$ cat src/rtl/add_serial_driver_if.sv
// rtl/add_serial_driver_if.sv - operand, adder and result bus between add_serial_driver and its neighbours
interface add_serial_driver_if #(
    parameter int WIDTH = 8
);
    logic             in_valid;
    logic             in_ready;
    logic [WIDTH-1:0] in_a;
    logic [WIDTH-1:0] in_b;
    logic             add_en;
    logic [WIDTH-1:0] add_a;
    logic [WIDTH-1:0] add_b;
    logic [WIDTH-1:0] add_out;
    logic             res_valid;
    logic             res_ready;
    logic [WIDTH-1:0] res_data;
    logic             busy;

    modport master (
        input  in_valid, in_a, in_b, add_out, res_ready,
        output in_ready, add_en, add_a, add_b, res_valid, res_data, busy
    );

    modport slave (
        output in_valid, in_a, in_b, add_out, res_ready,
        input  in_ready, add_en, add_a, add_b, res_valid, res_data, busy
    );
endinterface

$ cat src/rtl/add_serial_driver.sv
// rtl/add_serial_driver.sv - operand FIFO, launch/wait/hold sequencer and result capture for add_serial
module add_serial_driver #(
    parameter int WIDTH = 8,
    parameter int DEPTH = 4,
    parameter int LAT   = 10
) (
    input  logic                 clk,
    input  logic                 rst,
    add_serial_driver_if.master  bus
);
    localparam int PW = (DEPTH > 1) ? $clog2(DEPTH) : 1;
    localparam int CW = $clog2(DEPTH + 1);
    localparam int TW = (LAT > 1) ? $clog2(LAT) : 1;
    localparam logic [CW-1:0] ONE_C    = CW'(1);
    localparam logic [CW-1:0] FULL_C   = CW'(DEPTH);
    localparam logic [PW-1:0] ONE_P    = PW'(1);
    localparam logic [TW-1:0] ONE_T    = TW'(1);
    localparam logic [TW-1:0] LOAD_T   = TW'(LAT - 1);

    typedef enum logic [1:0] {S_IDLE, S_LAUNCH, S_WAIT, S_HOLD} state_t;

    state_t           state, state_next;
    logic [WIDTH-1:0] mem_a [DEPTH];
    logic [WIDTH-1:0] mem_b [DEPTH];
    logic [PW-1:0]    rd_ptr, wr_ptr;
    logic [CW-1:0]    count, count_next;
    logic             in_ready_q;
    logic [WIDTH-1:0] add_a_q, add_b_q;
    logic [WIDTH-1:0] head_a, head_b;
    logic [TW-1:0]    cnt;
    logic             res_valid_q;
    logic [WIDTH-1:0] res_data_q;
    logic             push, pop;

    assign push = bus.in_valid && in_ready_q;
    assign pop  = (state == S_LAUNCH);

    // An empty FIFO being written this cycle can only launch from HOLD; bypass the write.
    assign head_a = (count == '0) ? bus.in_a : mem_a[rd_ptr];
    assign head_b = (count == '0) ? bus.in_b : mem_b[rd_ptr];

    always_comb begin
        count_next = count;
        if (push && !pop) begin
            count_next = count + ONE_C;
        end else if (!push && pop) begin
            count_next = count - ONE_C;
        end
    end

    always_comb begin
        state_next = state;
        case (state)
            S_IDLE:   if (count != '0) state_next = S_LAUNCH;
            S_LAUNCH: state_next = S_WAIT;
            S_WAIT:   if (cnt == '0) state_next = S_HOLD;
            S_HOLD: begin
                if (bus.res_ready) begin
                    state_next = (count_next != '0) ? S_LAUNCH : S_IDLE;
                end
            end
            default:  state_next = S_IDLE;
        endcase
    end

    always_ff @(posedge clk) begin
        if (push) begin
            mem_a[wr_ptr] <= bus.in_a;
            mem_b[wr_ptr] <= bus.in_b;
        end
    end

    always_ff @(posedge clk or posedge rst) begin
        if (rst) begin
            state       <= S_IDLE;
            rd_ptr      <= '0;
            wr_ptr      <= '0;
            count       <= '0;
            in_ready_q  <= 1'b0;
            add_a_q     <= '0;
            add_b_q     <= '0;
            cnt         <= '0;
            res_valid_q <= 1'b0;
            res_data_q  <= '0;
        end else begin
            state      <= state_next;
            count      <= count_next;
            in_ready_q <= (count_next != FULL_C);
            if (push) wr_ptr <= wr_ptr + ONE_P;
            if (pop)  rd_ptr <= rd_ptr + ONE_P;

            if (state_next == S_LAUNCH) begin
                add_a_q <= head_a;
                add_b_q <= head_b;
            end

            if (state == S_LAUNCH) begin
                cnt <= LOAD_T;
            end else if (state == S_WAIT && cnt != '0) begin
                cnt <= cnt - ONE_T;
            end

            if (state == S_WAIT && cnt == '0) begin
                res_data_q  <= bus.add_out;
                res_valid_q <= 1'b1;
            end else if (state == S_HOLD && bus.res_ready) begin
                res_valid_q <= 1'b0;
            end
        end
    end

    assign bus.in_ready  = in_ready_q;
    assign bus.add_en    = (state == S_LAUNCH);
    assign bus.add_a     = add_a_q;
    assign bus.add_b     = add_b_q;
    assign bus.res_valid = res_valid_q;
    assign bus.res_data  = res_data_q;
    assign bus.busy      = (state != S_IDLE) || (count != '0);
endmodule

$ cat src/flat_wrapper.sv
// flat-port wrapper written by rule: the top's interface ports become plain ports
module add_serial_driver_flat 
#(
    parameter int WIDTH = 8,
    parameter int DEPTH = 4,
    parameter int LAT   = 10
)
  (clk, rst, bus_in_valid, bus_in_a, bus_in_b, bus_add_out, bus_res_ready, bus_in_ready, bus_add_en, bus_add_a, bus_add_b, bus_res_valid, bus_res_data, bus_busy);
  add_serial_driver_if #(.WIDTH(WIDTH)) bus_i ();
  input  logic clk;
  input  logic rst;
  input wire logic [$bits(bus_i.in_valid)-1:0] bus_in_valid;
  input wire logic [$bits(bus_i.in_a)-1:0] bus_in_a;
  input wire logic [$bits(bus_i.in_b)-1:0] bus_in_b;
  input wire logic [$bits(bus_i.add_out)-1:0] bus_add_out;
  input wire logic [$bits(bus_i.res_ready)-1:0] bus_res_ready;
  output wire logic [$bits(bus_i.in_ready)-1:0] bus_in_ready;
  output wire logic [$bits(bus_i.add_en)-1:0] bus_add_en;
  output wire logic [$bits(bus_i.add_a)-1:0] bus_add_a;
  output wire logic [$bits(bus_i.add_b)-1:0] bus_add_b;
  output wire logic [$bits(bus_i.res_valid)-1:0] bus_res_valid;
  output wire logic [$bits(bus_i.res_data)-1:0] bus_res_data;
  output wire logic [$bits(bus_i.busy)-1:0] bus_busy;
  assign bus_i.in_valid = bus_in_valid;
  assign bus_i.in_a = bus_in_a;
  assign bus_i.in_b = bus_in_b;
  assign bus_i.add_out = bus_add_out;
  assign bus_i.res_ready = bus_res_ready;
  assign bus_in_ready = bus_i.in_ready;
  assign bus_add_en = bus_i.add_en;
  assign bus_add_a = bus_i.add_a;
  assign bus_add_b = bus_i.add_b;
  assign bus_res_valid = bus_i.res_valid;
  assign bus_res_data = bus_i.res_data;
  assign bus_busy = bus_i.busy;
  add_serial_driver #(.WIDTH(WIDTH), .DEPTH(DEPTH), .LAT(LAT)) u_core (.clk(clk), .rst(rst), .bus(bus_i));
endmodule
$ cat config.mk
export PLATFORM = sky130hd
export DESIGN_NAME = add_serial_driver_flat
export DESIGN_NICKNAME = d
export VERILOG_FILES = /design/src/rtl/add_serial_driver_if.sv /design/src/rtl/add_serial_driver.sv /design/src/flat_wrapper.sv
export SDC_FILE = /design/constraint.sdc
export NUM_CORES = 1
export LEC_CHECK = 0
export ABC_AREA = 1
export CELL_PAD_IN_SITES_DETAIL_PLACEMENT = 1
export CELL_PAD_IN_SITES_GLOBAL_PLACEMENT = 2
export CORE_MARGIN = 4
export CORE_UTILIZATION = 41
export DETAILED_ROUTE_END_ITERATION = 8
export DONT_BUFFER_PORTS = 1
export PLACE_DENSITY = 0.76
export SYNTH_ARGS = -nofsm -noshare
export SYNTH_HDL_FRONTEND = slang
export SYNTH_SLANG_ARGS = --single-unit
$ cat constraint.sdc
create_clock -name clk -period 2.4 [get_ports clk]
set_input_delay 0.48 -clock clk [delete_from_list [all_inputs] [get_ports clk]]
set_output_delay 0.48 -clock clk [all_outputs]
set_load 0.05 [all_outputs]
==> qor.txt, run 1 <==
Status = completed
Max-slew violations = 0
Adder-Cell Fraction of Synth Area = 2.52%
Post-layout min period = 2040 ps
Slew at the pin closest to its max-slew limit = 561 ps
FP Rows = 37
Post-CTS setup repair buffer count = 0
Area growth, synth to finish = 8.95%
Setup TNS = 0 ps
Wl on met1 = 4760 microns
R2R depth = 12
CP Data Arrival Time = 1560 ps
Crit path buffers/inverters = 3
Gp weighted congestion = 0.721
Setup WS post-layout = 358 ps
Mapped Nets = 454
Simple-gate area share of the yosys netlist = 21.2%
RSZ-0062 raised after global routing = false
Levels on crit path = 6
Multi-input logic area = 1390 sq um
Synth Warn # = 0
Layout cells sized above 1 = 15.6%
Finished Cell Area = 4870 sq um
DRT antenna net count = 0
Core Region = 10500 sq um
Startpoint Class = flop
Clk_lat worst skew = 370 ps
CP Capture Type = output port
First-pass GRT wire length = 17600 microns
Hold Path Class = input port to asynchronous set/reset pin
Initial antenna violation count = 0
Netlist cell types = 25
Synthesized instance count = 417
Slew headroom = 62.6%
Non-Filler Instances = 573
Placed instance count = 557
Slowest stage delay, CP = 420 ps
Combinational power share = 37.2%
Multiplexer area fraction after synthesis = 0%
Die Y = 112 microns
Final hold violation count = 0
Clock sink count = 103
Register area = 2900 sq um
Critical path class = flop to output port
Clock share of power = 14.2%
Setup Skew = 9.45 ps
GRT overflow = 0
Sequential Power Share = 48.6%
Max Clk Rate = 0.490 GHz
CTS clk-pin slew, worst paths = 100 ps
Detailed Route WL = 10700 microns
Top Ports = 56
Max Fanout on Critical Path = 3
Met2 WL = 5190 microns
Max layer used = met4
Power density cells = 1470 nW/um^2
WL met3 = 491 microns
Post-CTS Hold Buffers = 0
Horiz. Die Dim = 112 microns
Nets = 469
Vias/cell = 5.23
Largest family of logic cells by synthesized area = simple AND/OR/NAND/NOR gates
Post-Syn Area = 4470 sq um
GRT Overall Usage = 17.9%
H-tree levels = 3
Top delay family on crit path = flip-flops
Critical path's most frequent cell = nand2_1
Initial core utilization = 42.8%
ANT cells = 0
Sw Share = 48.4%
Placed cell areas = 4700 sq um
Sw power = 3.47 mW
Critical Path, Cell by Cell = inv_1, ha_1, nand2_1, clkinv_1, nand2_1, buf_4
Die area = 12600 sq um
Drt wl/cell = 18.6 microns
Register area share after synthesis = 64.8%
Root buffer cell = clkbuf_8
DR iter-0 viols = 94
Worst path required time = 1920 ps
Compound-Gate Fraction of Synth Area = 6.85%
Cell internal pwr = 3.71 mW
CTS buffer count = 9
Slowest cell on the critical path = dfrtp_1
Vias in the first global route = 3305
Mapped Avg Cell Area = 10.7 sq um
Pre-Repair DR Iteration Count = 4
Final hold slack = 134 ps
Flops & latches, synth = 103
Synth Area in XOR/XNOR = 0.587%
Finish-stage setup viols = 0
Vias = 2997
Final Cycle Share = 85.1%
HPWL Detailed = 7120 microns
Peak VDD IR = 0.577 mV
Leak Pwr = 2.05 nW
Clock buffer depth = 2
IO Port Bufs = 0
Post-CTS Resized = 0
Pin count of the biggest net entering global routing = 40
Max-capacitance violation count = 0
Fillers = 1185
DRC viols = 0
CTS tree = built
Pre-CTS setup slack = 405 ps
==> layout by cell type, fill, tap and decap left out <==
master    instances
inv_1            25
edfxtp_1         64
nor3_2            1
clkbuf_1          1
nor2_1           39
nor2_4            2
nand3_2           2
nand2_4           3
clkbuf_8         11
nor2_2            1
o22ai_1          17
o21ai_0          38
inv_2             2
nand2_1         103
clkinv_2          1
nand3_1          25
buf_4            17
clkinv_4          1
a21oi_1           2
nand2_8           1
clkinv_1          4
dfrtp_1          39
nand2_2          25
nor2_8            1
xor2_1            3
ha_1              9
==> registers in the layout, summed over array words and instances (netlist names) <==
register,count
u_core.wr_ptr,2
u_core.bus.in_ready,1
u_core.bus.add_a,8
u_core.bus.res_valid,1
u_core.state,2
u_core.cnt,4
u_core.bus.add_b,8
u_core.bus.res_data,8
u_core.mem_a,32
u_core.rd_ptr,2
u_core.count,3
u_core.mem_b,32
==> routing by layer <==
layer  track usage (%)  vias to the layer above
met4              7.37                        0
met3              4.69                       14
met2              29.8                       46
met5                 0                        -
li1                  -                     1428
met1              22.2                     1509
==> cell usage after synthesis, drive strengths merged <==
master,instances,area [sq um]
nand2,132,597
edfxtp,64,1920
nor2,43,195
dfrtp,39,976
o21ai,38,190
inv,27,101
nand3,27,145
o22ai,17,106
clkbuf,10,37.5
ha,9,113
buf,3,36.3
xor2,3,26.3
a21oi,2,10.0
clkinv,2,7.51
nor3,1,10.0
==> logic make-up (layout without fill, tap and decap cells) <==
logic type | count (synthesis) | count (layout)
adder cells (fa/ha/maj) | 9 | 9
XOR/XNOR | 3 | 3
flip-flops | 103 | 103
buffers and inverters | 42 | 62
AND/OR/NAND/NOR | 203 | 203
AO/OA/AOI/OAI | 57 | 57
==> final timing paths <==
path / startpoint / endpoint / slack (ps)
min in group clk: bus_in_a[6] / u_core.mem_a[0][6] / 200
setup reg to reg: u_core.state[0] / u_core.bus.add_a[5] / 420
setup / recovery: u_core.count[1] / bus_busy / 360
hold reg to reg: u_core.cnt[3] / u_core.cnt[3] / 530
hold / removal: rst / u_core.bus.res_data[7] / 130
max in group asynchronous: rst / u_core.wr_ptr[1] / 1890
==> final cells by class <==
cell class / count / share of cell area (%)
clock buffers: 12 / 3.18
clock inverters: 4 / 0.436
inverters: 29 / 2.23
multi-input cells: 272 / 28.6
flip-flops and latches: 103 / 59.5
well taps: 136 / 3.49
repair buffers: 17 / 2.62
==> stage by stage <==
step	utilization (%)	total power, mW
6_report	46.6	7.18
3_3_place_gp	44.9	6.16
3_5_place_dp	44.9	6.27
5_1_grt	46.6	7.77
4_1_cts	46.6	7.29
2_1_floorplan	-	5.45
==> power by group through the flow <==
stage                     Sequential (mW)  Clock, mW  Combinational, mW
after global placement               3.53          0               2.62
after global routing                 3.57       1.12               3.08
after floorplan                      3.44          0               2.01
after detailed placement             3.54          0               2.73
after CTS                            3.50       1.04               2.74
final                                3.49       1.02               2.67
No activity file was read; power rests on OpenSTA's default activity.
==> run 2: changes to the inputs <==
CELL_PAD_IN_SITES_DETAIL_PLACEMENT = 0   (was 1)
CORE_MARGIN = default   (was 4)
==> run 2 against run 1 <==
Compared with the run above: routed wire length fell by 9.6%; highest routed layer unchanged; sequential cell count unchanged; die area shrank 10%; total power is 1.6% higher; maximum frequency down 0.40%; non-clock buffer count down 1; largest power group unchanged; largest cell class unchanged; utilization grew 0.49 points; first-iteration DRC count increased by 50%; sequential share of layout area fell by 0.62 points; worst hold slack got worse by 29 ps; register-to-register slack hardly changed; final cell count shrank 0.17%.
==> qor.txt, run 2 (synthesized netlist as in run 1, its figures left out) <==
Startpoint Class = flop
CP Capture Type = output port
Root buffer cell = clkbuf_8
Finish-stage setup viols = 0
Vias = 2889
RSZ-0062 raised after global routing = false
Clock sink count = 103
Final hold violation count = 0
Die area = 11300 sq um
ANT cells = 0
Reg2reg start = u_core.state[0]
GRT overflow = 0
Max-capacitance violation count = 0
Setup TNS = 0 ps
Max Clk Rate = 0.488 GHz
Clock buffer depth = 2
DR iter-0 viols = 141
Crit. Startpoint = u_core.count[1]
Status = completed
Placed cell areas = 4700 sq um
CTS clk-pin slew, worst paths = 100 ps
First-pass GRT wire length = 15400 microns
Reg2reg end = u_core.bus.add_a[5]
Largest registers = u_core.mem_a (32), u_core.mem_b (32)
Initial antenna violation count = 0
R2R depth = 12
Max Fanout on Critical Path = 3
Post-CTS Resized = 0
HPWL Detailed = 6290 microns
Initial core utilization = 42.8%
GRT Overall Usage = 18.5%
Post-layout min period = 2050 ps
Critical path class = flop to output port
Horiz. Die Dim = 106 microns
Core Region = 10500 sq um
Setup Skew = 15.5 ps
Final Cycle Share = 85.4%
IO Port Bufs = 0
Worst path required time = 1920 ps
Leak Pwr = 2.07 nW
CTS tree = built
Clk_lat worst skew = 380 ps
Non-Filler Instances = 572
FP Rows = 37
DRT antenna net count = 0
Top Ports = 56
Slew headroom = 61.4%
Finished Cell Area = 4920 sq um
Pin count of the biggest net entering global routing = 40
Slew at the pin closest to its max-slew limit = 580 ps
Post-CTS Hold Buffers = 0
Power density cells = 1480 nW/um^2
Peak VDD IR = 0.526 mV
Final hold slack = 106 ps
Detailed Route WL = 9650 microns
R2r setup slk = 420 ps
Drt wl/cell = 16.9 microns
Placed instance count = 556
Nets = 468
Vias in the first global route = 2900
Most common cell after layout, fill and taps aside = nand2_1
Area growth, synth to finish = 10.1%
CP Data Arrival Time = 1570 ps
CTS buffer count = 9
Pre-Repair DR Iteration Count = 4
Post-CTS setup repair buffer count = 0
Max-slew violations = 0
Layout cells sized above 1 = 15.6%
Gp weighted congestion = 0.736
Hold Path Class = input port to asynchronous set/reset pin
H-tree levels = 3
Most frequent cells in the layout = 103 x nand2_1, 64 x edfxtp_1, 39 x nor2_1, 39 x dfrtp_1, 38 x o21ai_0
Die Y = 106 microns
Vias/cell = 5.05
DRC viols = 0
==> run 2: changes by cell type in the layout (fill, tap and decap cells not counted), sizes merged <==
cell and change:
inv +1, clkbuf +2, clkinv -4, clkinvlp +1
buf -1
==> run 2: worst max path at each step <==
stage / end / slack, ps / cells past startpoint
2_1_floorplan: bus_busy / 350 / 6
3_3_place_gp: u_core.bus.add_b[1] / 430 / 11
3_5_place_dp: u_core.bus.add_b[3] / 400 / 12
4_1_cts: bus_busy / 320 / 6
5_1_grt: u_core.bus.add_a[5] / 180 / 12
6_report: bus_busy / 350 / 6
==> run 2: worst max-delay path: stages (launching register included) <==
cell and delay (ps):
dfrtp_1 410, inv_1 80, ha_1 190, nand2_1 120
clkinv_1 110, nand2_1 90, buf_4 200
==> run 2: through the flow <==
stage,total power [mW],setup WS [ps],utilization (%)
3_3_place_gp,6.17,431,44.9
2_1_floorplan,5.45,346,-
6_report,7.29,349,47.1
5_1_grt,7.83,182,47.1
4_1_cts,7.37,318,47.1
3_5_place_dp,6.22,404,44.9
==> run 2: power by group <==
group	internal, mW	switching (mW)
combinational	0.866	1.79
clock	0.572	0.605
sequential	2.42	1.04
total	3.86	3.43
==> run 2: cell type report <==
class                   count  area, sq um
flip-flops and latches    103         2900
well taps                 136          170
repair buffers             16          133
clock buffers              14          206
multi-input cells         272         1390
clock inverters             2         16.3
fillers                  1002         5540
inverters                  29          109
==> run 2: routing by layer <==
metal  track usage (%)  share of wire [%]  vias up
met5                 0                  0        -
met4              7.44                1.6        0
met3              5.95                6.4       12
met2              29.5                 47       58
met1              23.4                 45     1401
li1                  -                  -     1418
==> run 3: changes to the inputs <==
REMOVE_ABC_BUFFERS = 1   (was default)
==> run 3 against run 2 <==
Compared with the run above: final cell count grew 0.52%; critical endpoint unchanged; critical path type unchanged; combinational power shrank 3%; clock skew shrank 2.9 ps; global-route usage is essentially flat; sequential share of layout area is essentially flat; maximum frequency shrank 1.8%.
==> qor.txt, run 3 (synthesized netlist as in run 1, its figures left out) <==
Vias = 2845
CP Capture Type = output port
CP Data Arrival Time = 1610 ps
Clock buffer depth = 2
Sw power = 3.36 mW
Detailed Route WL = 9510 microns
Post-CTS Hold Buffers = 1
Slowest stage delay, CP = 420 ps
Startpoint Class = flop
IO Port Bufs = 0
Max Fanout on Critical Path = 4
Layout cells sized above 1 = 16.2%
Setup Skew = 12.6 ps
Top delay family on crit path = flip-flops
Setup TNS = 0 ps
Worst Hold Path Cells = 0
Reg2reg end = u_core.bus.add_b[3]
Final hold violation count = 0
CTS clk-pin slew, worst paths = 100 ps
Post-layout min period = 2090 ps
Area growth, synth to finish = 10.2%
Critical Path, Cell by Cell = inv_1, ha_1, nand2_1, clkinv_1, nand2_1, buf_4
Pre-Repair DR Iteration Count = 4
Cell internal pwr = 3.85 mW
Root buffer cell = clkbuf_8
Multi-input logic area = 1390 sq um
Die area = 11300 sq um
RSZ-0062 raised after global routing = false
HPWL Detailed = 6000 microns
Worst path required time = 1920 ps
Max-slew violations = 0
Gp weighted congestion = 0.791
Largest registers = u_core.mem_a (32), u_core.mem_b (32)
Power density cells = 1460 nW/um^2
CTS tree = built
Top Ports = 56
Crit path buffers/inverters = 3
Placed instance count = 558
Finish-stage setup viols = 0
Clk_lat worst skew = 380 ps
Register area = 2900 sq um
Pin count of the biggest net entering global routing = 34
FP Rows = 37
Hold path endpoint = u_core.mem_a[0][2]
Status = completed
Sw Share = 46.6%
Clock sink count = 103
Sequential Power Share = 48.0%
Max Clk Rate = 0.479 GHz
Post-CTS Resized = 0
Horiz. Die Dim = 106 microns
Hold_sp = bus_in_a[2]
DRT antenna net count = 0
Critical path class = flop to output port
Vias in the first global route = 2839
Core Region = 10500 sq um
Clock share of power = 16.3%
Most frequent cells in the layout = 103 x nand2_1, 64 x edfxtp_1, 39 x nor2_1, 39 x dfrtp_1, 38 x o21ai_0
Drt wl/cell = 16.5 microns
ANT cells = 0
First-pass GRT wire length = 15500 microns
GRT overflow = 0
Non-Filler Instances = 575
R2r setup slk = 370 ps
Slew headroom = 57.7%
Post-CTS setup repair buffer count = 0
Initial antenna violation count = 0
Critical path's most frequent cell = nand2_1
Reg2reg start = u_core.state[0]
Initial core utilization = 42.8%
Peak VDD IR = 0.843 mV
H-tree levels = 3
DRC viols = 0
Slowest cell on the critical path = dfrtp_1
Fillers = 994
Most common cell after layout, fill and taps aside = nand2_1
Die Y = 106 microns
GRT Overall Usage = 18.5%
Nets = 471
Slew at the pin closest to its max-slew limit = 630 ps
Vias/cell = 4.95
Final Cycle Share = 87.0%
Leak Pwr = 2.07 nW
Crit. Startpoint = u_core.count[1]
Hold Path Class = input port to flop
DR iter-0 viols = 121
Max-capacitance violation count = 0
Combinational power share = 35.7%
R2R depth = 11
CTS buffer count = 9
==> run 3: how the worst max path moves through the flow <==
stage                                to  slack [ps]  cells past startpoint
global placement    u_core.bus.add_b[2]         390                     11
detailed placement  u_core.bus.add_b[3]         360                     13
finish                         bus_busy         310                      6
floorplan                      bus_busy         150                      5
CTS                            bus_busy         290                      6
global route        u_core.bus.add_b[1]         130                     11
==> run 3: final cells by class <==
type / instances / share of cell area [%]
Inverter: 29 / 2.21
Sequential cell: 103 / 58.8
Multi-Input combinational cell: 272 / 28.3
Clock inverter: 6 / 1.73
Clock buffer: 10 / 2.59
Timing Repair Buffer: 19 / 2.95
Tap cell: 136 / 3.45
==> run 3: per-stage QoR <==
stage / area, sq um / hold WS (ps) / utilization (%) / total power [mW] / worst slack, ps
finish: 4930 / 190 / 47.1 / 7.21 / 312
detailed placement: 4700 / 401 / 45.0 / 6.13 / 358
global route: 4930 / 146 / 47.1 / 7.77 / 132
CTS: 4930 / 170 / 47.1 / 7.32 / 287
floorplan: 4400 / 474 / - / 5.31 / 154
global placement: 4700 / 407 / 45.0 / 6.09 / 394
==> run 3: power groups by stage <==
stage	Clock, mW	Sequential [mW]	Combinational, mW
2_1_floorplan	0	3.49	1.82
3_3_place_gp	0	3.50	2.59
3_5_place_dp	0	3.51	2.63
4_1_cts	1.21	3.47	2.64
5_1_grt	1.28	3.52	2.96
6_report	1.17	3.46	2.58
==> run 3: metal layers <==
| metal | global-route usage, % | part of all wire (%) | vias up |
|---|---|---|---|
| met4 | 5.19 | 1.1 | 0 |
| li1 | - | - | 1423 |
| met2 | 30.3 | 48 | 45 |
| met1 | 23.3 | 46 | 1367 |
| met5 | 0 | 0 | - |
| met3 | 6.56 | 4.8 | 10 |
